## src/rtl/qm_refill_arbiter.sv

```systemverilog
// qm_refill_arbiter: round-robin icache/dcache line-refill arbiter onto one memory read port.
// Ports: clk, reset (async, active-high); ic_*/dc_* request address in, word/index/valid/done out;
// mem_req/mem_addr out, mem_ack/mem_rdata in.
// Optional build macro QM_REFILL_CWF_EN: critical-word-first burst start.
module qm_refill_arbiter #(
  parameter int LINE_WORDS = 4,
  parameter int IDX_W      = 2
) (
  input  logic             clk,
  input  logic             reset,
  input  logic             ic_req,
  input  logic [31:0]      ic_addr,
  output logic             ic_wvalid,
  output logic [IDX_W-1:0] ic_widx,
  output logic [31:0]      ic_wdata,
  output logic             ic_done,
  input  logic             dc_req,
  input  logic [31:0]      dc_addr,
  output logic             dc_wvalid,
  output logic [IDX_W-1:0] dc_widx,
  output logic [31:0]      dc_wdata,
  output logic             dc_done,
  output logic             mem_req,
  output logic [31:0]      mem_addr,
  input  logic             mem_ack,
  input  logic [31:0]      mem_rdata
);
  typedef enum logic {IDLE, BURST} state_t;
  state_t            state_q, state_d;
  logic              gnt_q, gnt_d;
  logic              last_q, last_d;
  logic [29-IDX_W:0] base_q, base_d;
  logic [IDX_W-1:0]  idx_q, idx_d, cnt_q, cnt_d, widx_q, widx_d, start_idx;
  logic              req_q, req_d, wvalid_q, wvalid_d, done_q, done_d;
  logic [31:0]       wdata_q, wdata_d, win_addr;
  logic              pick_dc, ack, unused_ok;
  // gnt/last: 1 = dcache. On a tie the requester that did not win last time is picked.
  assign pick_dc  = dc_req && (!ic_req || !last_q);
  assign win_addr = pick_dc ? dc_addr : ic_addr;
  assign ack      = req_q && mem_ack;
`ifdef QM_REFILL_CWF_EN
  assign start_idx = win_addr[IDX_W+1:2];
`else
  assign start_idx = '0;
`endif
  assign unused_ok = ^win_addr[IDX_W+1:0];
  always_comb begin
    state_d  = state_q;
    gnt_d    = gnt_q;
    last_d   = last_q;
    base_d   = base_q;
    idx_d    = idx_q;
    cnt_d    = cnt_q;
    req_d    = req_q;
    widx_d   = widx_q;
    wdata_d  = wdata_q;
    wvalid_d = 1'b0;
    done_d   = 1'b0;
    if (state_q == IDLE) begin
      if (ic_req || dc_req) begin
        state_d = BURST;
        gnt_d   = pick_dc;
        last_d  = pick_dc;
        base_d  = win_addr[31:IDX_W+2];
        idx_d   = start_idx;
        cnt_d   = '0;
        req_d   = 1'b1;
      end
    end else if (ack) begin
      wdata_d  = mem_rdata;
      widx_d   = idx_q;
      wvalid_d = 1'b1;
      idx_d    = idx_q + 1'b1;
      cnt_d    = cnt_q + 1'b1;
      if (cnt_q == IDX_W'(LINE_WORDS - 1)) begin
        done_d  = 1'b1;
        req_d   = 1'b0;
        state_d = IDLE;
      end
    end
  end
  always_ff @(posedge clk or posedge reset) begin
    if (reset) begin
      state_q  <= IDLE;
      gnt_q    <= 1'b0;
      last_q   <= 1'b1;
      base_q   <= '0;
      idx_q    <= '0;
      cnt_q    <= '0;
      req_q    <= 1'b0;
      widx_q   <= '0;
      wdata_q  <= '0;
      wvalid_q <= 1'b0;
      done_q   <= 1'b0;
    end else begin
      state_q  <= state_d;
      gnt_q    <= gnt_d;
      last_q   <= last_d;
      base_q   <= base_d;
      idx_q    <= idx_d;
      cnt_q    <= cnt_d;
      req_q    <= req_d;
      widx_q   <= widx_d;
      wdata_q  <= wdata_d;
      wvalid_q <= wvalid_d;
      done_q   <= done_d;
    end
  end
  // gnt_q only changes at the end of an IDLE cycle, so it still names the
  // owner of the final word pulse that lands in that IDLE cycle.
  assign ic_wvalid = wvalid_q && !gnt_q;
  assign dc_wvalid = wvalid_q && gnt_q;
  assign ic_widx   = ic_wvalid ? widx_q : '0;
  assign dc_widx   = dc_wvalid ? widx_q : '0;
  assign ic_wdata  = ic_wvalid ? wdata_q : '0;
  assign dc_wdata  = dc_wvalid ? wdata_q : '0;
  assign ic_done   = done_q && !gnt_q;
  assign dc_done   = done_q && gnt_q;
  assign mem_req   = req_q;
  assign mem_addr  = {base_q, idx_q, 2'b00};
endmodule

```

## config.mk

```make
export PLATFORM = sky130hd
export DESIGN_NAME = qm_refill_arbiter
export DESIGN_NICKNAME = d
export VERILOG_FILES = /design/src/rtl/qm_refill_arbiter.sv
export SDC_FILE = /design/constraint.sdc
export NUM_CORES = 1
export LEC_CHECK = 0
export CAP_MARGIN = 5
export CELL_PAD_IN_SITES_DETAIL_PLACEMENT = 1
export CELL_PAD_IN_SITES_GLOBAL_PLACEMENT = 1
export CORE_MARGIN = 3
export CORE_UTILIZATION = 28
export DETAILED_ROUTE_END_ITERATION = 16
export PLACE_DENSITY = 0.92
export SYNTH_ARGS = -nofsm -noshare
export SYNTH_HDL_FRONTEND = slang
export SYNTH_SLANG_ARGS = --single-unit
```

## constraint.sdc

```tcl
create_clock -name clk -period 4.4 [get_ports clk]
set_clock_uncertainty 0.1 [all_clocks]
set_input_delay 0.66 -clock clk [delete_from_list [all_inputs] [get_ports clk]]
set_output_delay 0.66 -clock clk [all_outputs]
set_load 0.005 [all_outputs]
```

==> run summary, run 1 <==
Synth area leaders -> dfrtp_1 (51%), nand2_1 (14%), a21oi_1 (8.2%)
DP Worst Slack -> 1640 ps
# DRC -> 0
R2R setup slack -> 2540 ps
grt ovf -> 0
die area -> 13750 sq um
Hold WC Path Type -> reg -> reg
cts repair resizes -> 0
WS Path Type -> reg -> out
Port Buffers -> 195
Yosys top cell area share -> 51.25%
Post-CTS Setup Inserts -> 0
CP Launch Type -> flip-flop
detailed placement HPWL -> 9399 um
antenna cells -> 0
most common library cell in the layout ignoring fill and taps -> clkdlybuf4s50_1
Routability Congestion -> 0.7755
CTS clk-pin slew, worst paths -> 50 ps
Synth-to-Final Area Change -> 68.28%
vias per cell -> 4.735
initial antenna violation count -> 0
final hold viol count -> 0
Leakage -> 2.691 nW
Final Cycle Share -> 68.61%
Initial Util -> 28.74%
Clk Latency, worst-skew pair -> 320 ps
routed via count -> 3651
Max IR drop VDD -> 0.0002466 V
most frequent cells in the layout -> clkdlybuf4s50_1 (195), nand2_1 (129), dfrtp_1 (71), a21oi_1 (57), and2_1 (37)
DRT iter0 DRCs -> 114
Avg Cell Area, Syn -> 8.334 sq um
Die X -> 117.3 um
CP required -> 3640 ps
Root Buffer -> clkbuf_16
placeable core region -> 12060 sq um
Routed WL -> 12590 um
Power Dens Cells -> 591.1 nW/um^2
max-slew violations -> 0
TNS Setup -> 0 ps
hold-fix buffer count after cts -> 0
Total GRT Usage -> 18.38%
Netlist cell types -> 27
element type at the critical path end -> output port
RSZ-0062 raised after global routing -> no
Max Clk Rate -> 331.2 MHz
Slew @ Worst Pin -> 931.3 ps
vias in the first global route -> 3894
layout cell share with drive strength beyond 1 -> 4.478%
first-pass GRT wire length -> 19820 um
CTS tree -> done
run status -> completed
Initial DRT Pass Iterations -> 4
Setup WS post-layout -> 1381 ps
Tmin final -> 3019 ps
worst-path maximum fanout -> 35
FP Rows -> 40
clk buf depth -> 2
H-Tree Depth -> 3
Worst Hold Slack -> 395.3 ps
CTS buffer count -> 9
largest net degree at the start of global routing -> 40
crit path DAT -> 2260 ps
Mapped Cells -> 416
Die Y -> 117.3 um
FF+latch count, synth -> 72
MaxCap Viol Count -> 0
sequential area share after synthesis -> 52.00%
relative slew slack -> 37.91%
number of clock sinks -> 72
cell taking the most area after synthesis -> dfrtp_1
Nets -> 700
remaining antenna violation count -> 0
I/O Pins -> 206
final setup vio count -> 0
mapped cell area -> 3467 sq um
WL/cell -> 16.33 um
Ys Warns -> 0
[cell type report]
class | count | area (sq um)
fill | 1418 | 6227
timing repair buffer | 200 | 1989
sequential | 72 | 1803
multi-input combinational | 310 | 1493
clock buffer | 14 | 284.0
tap | 168 | 210.2
clock inverter | 2 | 35.03
inverter | 5 | 20.02
[routing by layer]
layer / vias to the layer above / track usage [%] / share of wire [%]
met3: 20 / 5.398 / 8.6
met2: 148 / 33.67 / 52
met5: - / 0 / 0
met1: 1777 / 20.45 / 38
li1: 1706 / - / -
met4: 0 / 5.581 / 2.0
[kinds of logic after synthesis]
kind of cell    synth area share [%]
compound gates                 11.22
fa+ha+maj                     0.3608
buf+inv                        5.052
flops                          52.00
other cells                   0.1082
simple gates                   31.25
[final timing paths]
path                       cells after the start           end        from
max in group asynchronous                      3        last_q       reset
setup / recovery                               3  ic_wdata[26]       gnt_q
hold reg to reg                                2    wdata_q[3]  wdata_q[3]
setup reg to reg                               3      idx_q[1]     state_q
hold / removal                                 2    wdata_q[3]  wdata_q[3]
min in group asynchronous                      2     base_q[4]       reset
[synthesized netlist by cell type]
| master | n |
|---|---|
| a21boi_4 | 1 |
| a21bo_2 | 1 |
| dfrtp_1 | 71 |
| a21oi_1 | 57 |
| nand3_1 | 3 |
| clkbuf_1 | 14 |
| ha_1 | 1 |
| nor3_1 | 1 |
| nand2_1 | 129 |
| o21bai_2 | 1 |
| inv_2 | 1 |
| buf_4 | 7 |
| nor2b_1 | 1 |
| inv_1 | 4 |
| buf_2 | 8 |
| dfstp_2 | 1 |
| nor2_1 | 30 |
| a22o_1 | 2 |
| conb_1 | 1 |
| and2_1 | 37 |
| o21ai_0 | 6 |
| nand4b_1 | 1 |
| o21ba_2 | 1 |
| and3_1 | 34 |
| and2b_1 | 1 |
| a31oi_1 | 1 |
| buf_6 | 1 |
[flip-flops by register name, indices dropped and copies added (netlist names)]
signal	count
base_q	28
cnt_q	2
done_q	1
gnt_q	1
idx_q	2
last_q	1
mem_req	1
state_q	1
wdata_q	32
widx_q	2
wvalid_q	1
[critical path, stage by stage (launching register included)]
cell             delay (ps)
dfrtp_1                 370
and2b_1                 800
and2_1                  240
clkdlybuf4s50_1         520
[stage by stage]
stage               area [sq um]  power (mW)  util (%)  std cells
global placement            5515       2.606     45.73        755
finish                      5834       3.448     48.37        771
detailed placement          5515       2.719     45.73        755
floorplan                   3471       1.826         -        417
CTS                         5834       3.510     48.37        771
global route                5834       3.724     48.37        771
[power breakdown]
| part | switching, mW | internal, mW | total (mW) | leakage, nW |
|---|---|---|---|---|
| Sequential | 0.231 | 0.996 | 1.23 | 0.851 |
| Combinational | 0.658 | 0.799 | 1.46 | 1.68 |
| Clock | 0.264 | 0.500 | 0.764 | 0.159 |
(Power assumes the default switching activity.)
==> run 2, diff against run 1 <==
CORE_UTILIZATION = 23   (was 28)
PLACE_DENSITY = 0.81   (was 0.92)
clock period = 2.46 ns   (was 4.4 ns; I/O delays follow)
==> run 2 against run 1 <==
Effect of this change:
- utilization shrank 7.9 points
- sequential power grew 78%
- register-to-register slack lost 1600 ps
- critical path depth grew 1
- cell count grew 3.0%
- design area grew 1.5%
- clock power grew 77%
- non-clock buffer count grew 7
- sequential cell count is the same
==> run summary, run 2 (synthesized netlist as in run 1, its figures left out) <==
Routed WL -> 12600 um (+0.11%)
number of clock sinks -> 72 (unchanged)
FF-to-FF path depth -> 4 (+1)
run status -> completed
worst r2r dst -> base_q[21]
DP Worst Slack -> 459.6 ps (-1180 ps)
antenna cells -> 0 (unchanged)
reg2reg start -> last_q
Nets -> 707 (+1.0%)
MaxCap Viol Count -> 0 (unchanged)
worst-path maximum fanout -> 20 (-43%)
crit path to -> ic_wdata[4]
clk buf depth -> 2 (unchanged)
Synth-to-Final Area Change -> 70.77%
Clk Latency, worst-skew pair -> 330 ps (about the same)
Post-CTS Setup Inserts -> 0 (unchanged)
CTS clk-pin slew, worst paths -> 60 ps (about the same)
I/O Pins -> 206 (unchanged)
Max Clk Rate -> 444.2 MHz
FP Rows -> 44 (+10%)
Initial Util -> 23.68% (-5.1 points)
placeable core region -> 14640 sq um (+21%)
crit path launch -> gnt_q
vias per cell -> 4.523 (-4.5%)
vias in the first global route -> 3962 (+1.7%)
Final Cell Area -> 5921 sq um (+1.5%)
Power Dens Cells -> 1045 nW/um^2 (+77%)
top flop regs -> wdata_q: 32 flops, base_q: 28 flops
CP required -> 1990 ps (-1650 ps)
DRT iter0 DRCs -> 117 (+2.6%)
critical path depth -> 4 (+1)
H-Tree Depth -> 3 (unchanged)
Worst path max stage delay -> 500 ps (-300 ps)
R2R setup slack -> 950 ps (-1590 ps)
TNS Setup -> 0 ps (unchanged)
Slew @ Worst Pin -> 581.7 ps (-349.6 ps)
WP buf/inv -> 2 (+1)
crit path DAT -> 1780 ps (-480 ps)
Tmin final -> 2251 ps
Setup WS post-layout -> 208.6 ps (-1172 ps)
final hold viol count -> 0 (unchanged)
Final Cycle Share -> 91.52%
CTS buffer count -> 9 (unchanged)
WS Path Type -> reg -> out
max FFs per register -> 32 (unchanged)
Largest Register -> wdata_q
slowest CP cell -> clkdlybuf4s50_1
Leakage -> 2.725 nW (+1.3%)
Die Y -> 128.8 um (+9.8%)
most common library cell in the layout ignoring fill and taps -> clkdlybuf4s50_1
# DRC -> 0 (unchanged)
element type at the critical path end -> output port
most frequent cells in the layout -> clkdlybuf4s50_1 (195), nand2_1 (129), dfrtp_1 (71), a21oi_1 (57), and2_1 (37)
crit-path cells -> and2b_1, buf_4, and2_1, clkdlybuf4s50_1
grt ovf -> 0 (unchanged)
Max IR drop VDD -> 0.0004071 V (+65%)
CP Launch Type -> flip-flop
layout cell share with drive strength beyond 1 -> 5.574% (+1.1 points)
Port Buffers -> 195 (unchanged)
DP Area -> 5613 sq um (+1.8%)
WL/cell -> 15.87 um (-2.8%)
hold-fix buffer count after cts -> 0 (unchanged)
Routability Congestion -> 0.7564 (-2.5%)
detailed placement HPWL -> 9348 um (-0.55%)
die area -> 16580 sq um (+21%)
Initial DRT Pass Iterations -> 6 (+2)
remaining antenna violation count -> 0 (unchanged)
Root Buffer -> clkbuf_16
cts repair resizes -> 0 (unchanged)
final core occ -> 40.43% (-7.9 points)
RSZ-0062 raised after global routing -> no
first-pass GRT wire length -> 20180 um (+1.8%)
Total GRT Usage -> 15.38% (-3.0 points)
max-slew violations -> 0 (unchanged)
final setup vio count -> 0 (unchanged)
Largest delay share family, worst path -> buffers and inverters
relative slew slack -> 61.17% (+23 points)
CTS tree -> done
largest net degree at the start of global routing -> 44 (+10%)
routed via count -> 3591 (-1.6%)
initial antenna violation count -> 0 (unchanged)
Die X -> 128.8 um (+9.8%)
Hold WC Path Type -> in -> async
-- run 2: changes by cell type in the layout (fill, tap and decap cells not counted), sizes merged --
| cell | before | now |
|---|---|---|
| buf | 5 | 12 |
| clkbuf | 14 | 12 |
| clkinvlp | 0 | 1 |
| inv | 4 | 5 |
-- run 2: how the worst min path moves through the flow --
stage	from	end	slack [ps]	depth (start not counted)
floorplan	ic_req	last_q	340	1
global placement	wdata_q[11]	wdata_q[11]	370	2
detailed placement	wdata_q[13]	wdata_q[13]	380	2
CTS	reset	base_q[1]	310	2
global route	reset	base_q[1]	340	2
finish	reset	base_q[1]	300	2
-- run 2: worst reg2reg max path, cell delays in order (launching register included) --
cell	delay (ps)
dfstp_2	580
a21bo_2	370
buf_12	200
nand2_1	70
a21oi_1	120
-- run 2: stage by stage --
stage	hold WS, ps	total power, mW	instances
floorplan	339.0	3.266	417
global placement	367.3	4.759	778
detailed placement	380.5	4.909	778
CTS	309.2	6.310	794
global route	343.0	6.708	794
finish	295.3	6.188	794
-- run 2: cell type report --
class | instances | area, sq um
Clock buffer | 12 | 256.5
Clock inverter | 4 | 51.30
Fill cell | 1675 | 8723
Inverter | 5 | 20.02
Multi-Input combinational cell | 310 | 1493
Sequential cell | 72 | 1803
Tap cell | 184 | 230.2
Timing Repair Buffer | 207 | 2067
-- run 2: per-layer routing --
metal	GRT usage (%)	vias up	wire [um]
met5	0	-	0
met4	4.200	0	200
met3	6.102	18	1110
met2	26.92	140	6271
met1	17.39	1716	5019
li1	-	1717	-
-- run 2: power by group --
group          internal [mW]  switching (mW)  total, mW
clock                  0.843           0.507       1.35
sequential              1.78           0.404       2.19
combinational           1.47            1.18       2.65
==> run 3, diff against run 2 <==
SKIP_CTS_REPAIR_TIMING = 1   (was not set)
==> results of run 3 <==
Final layout, timing and power as in run 2 (identical DEF).
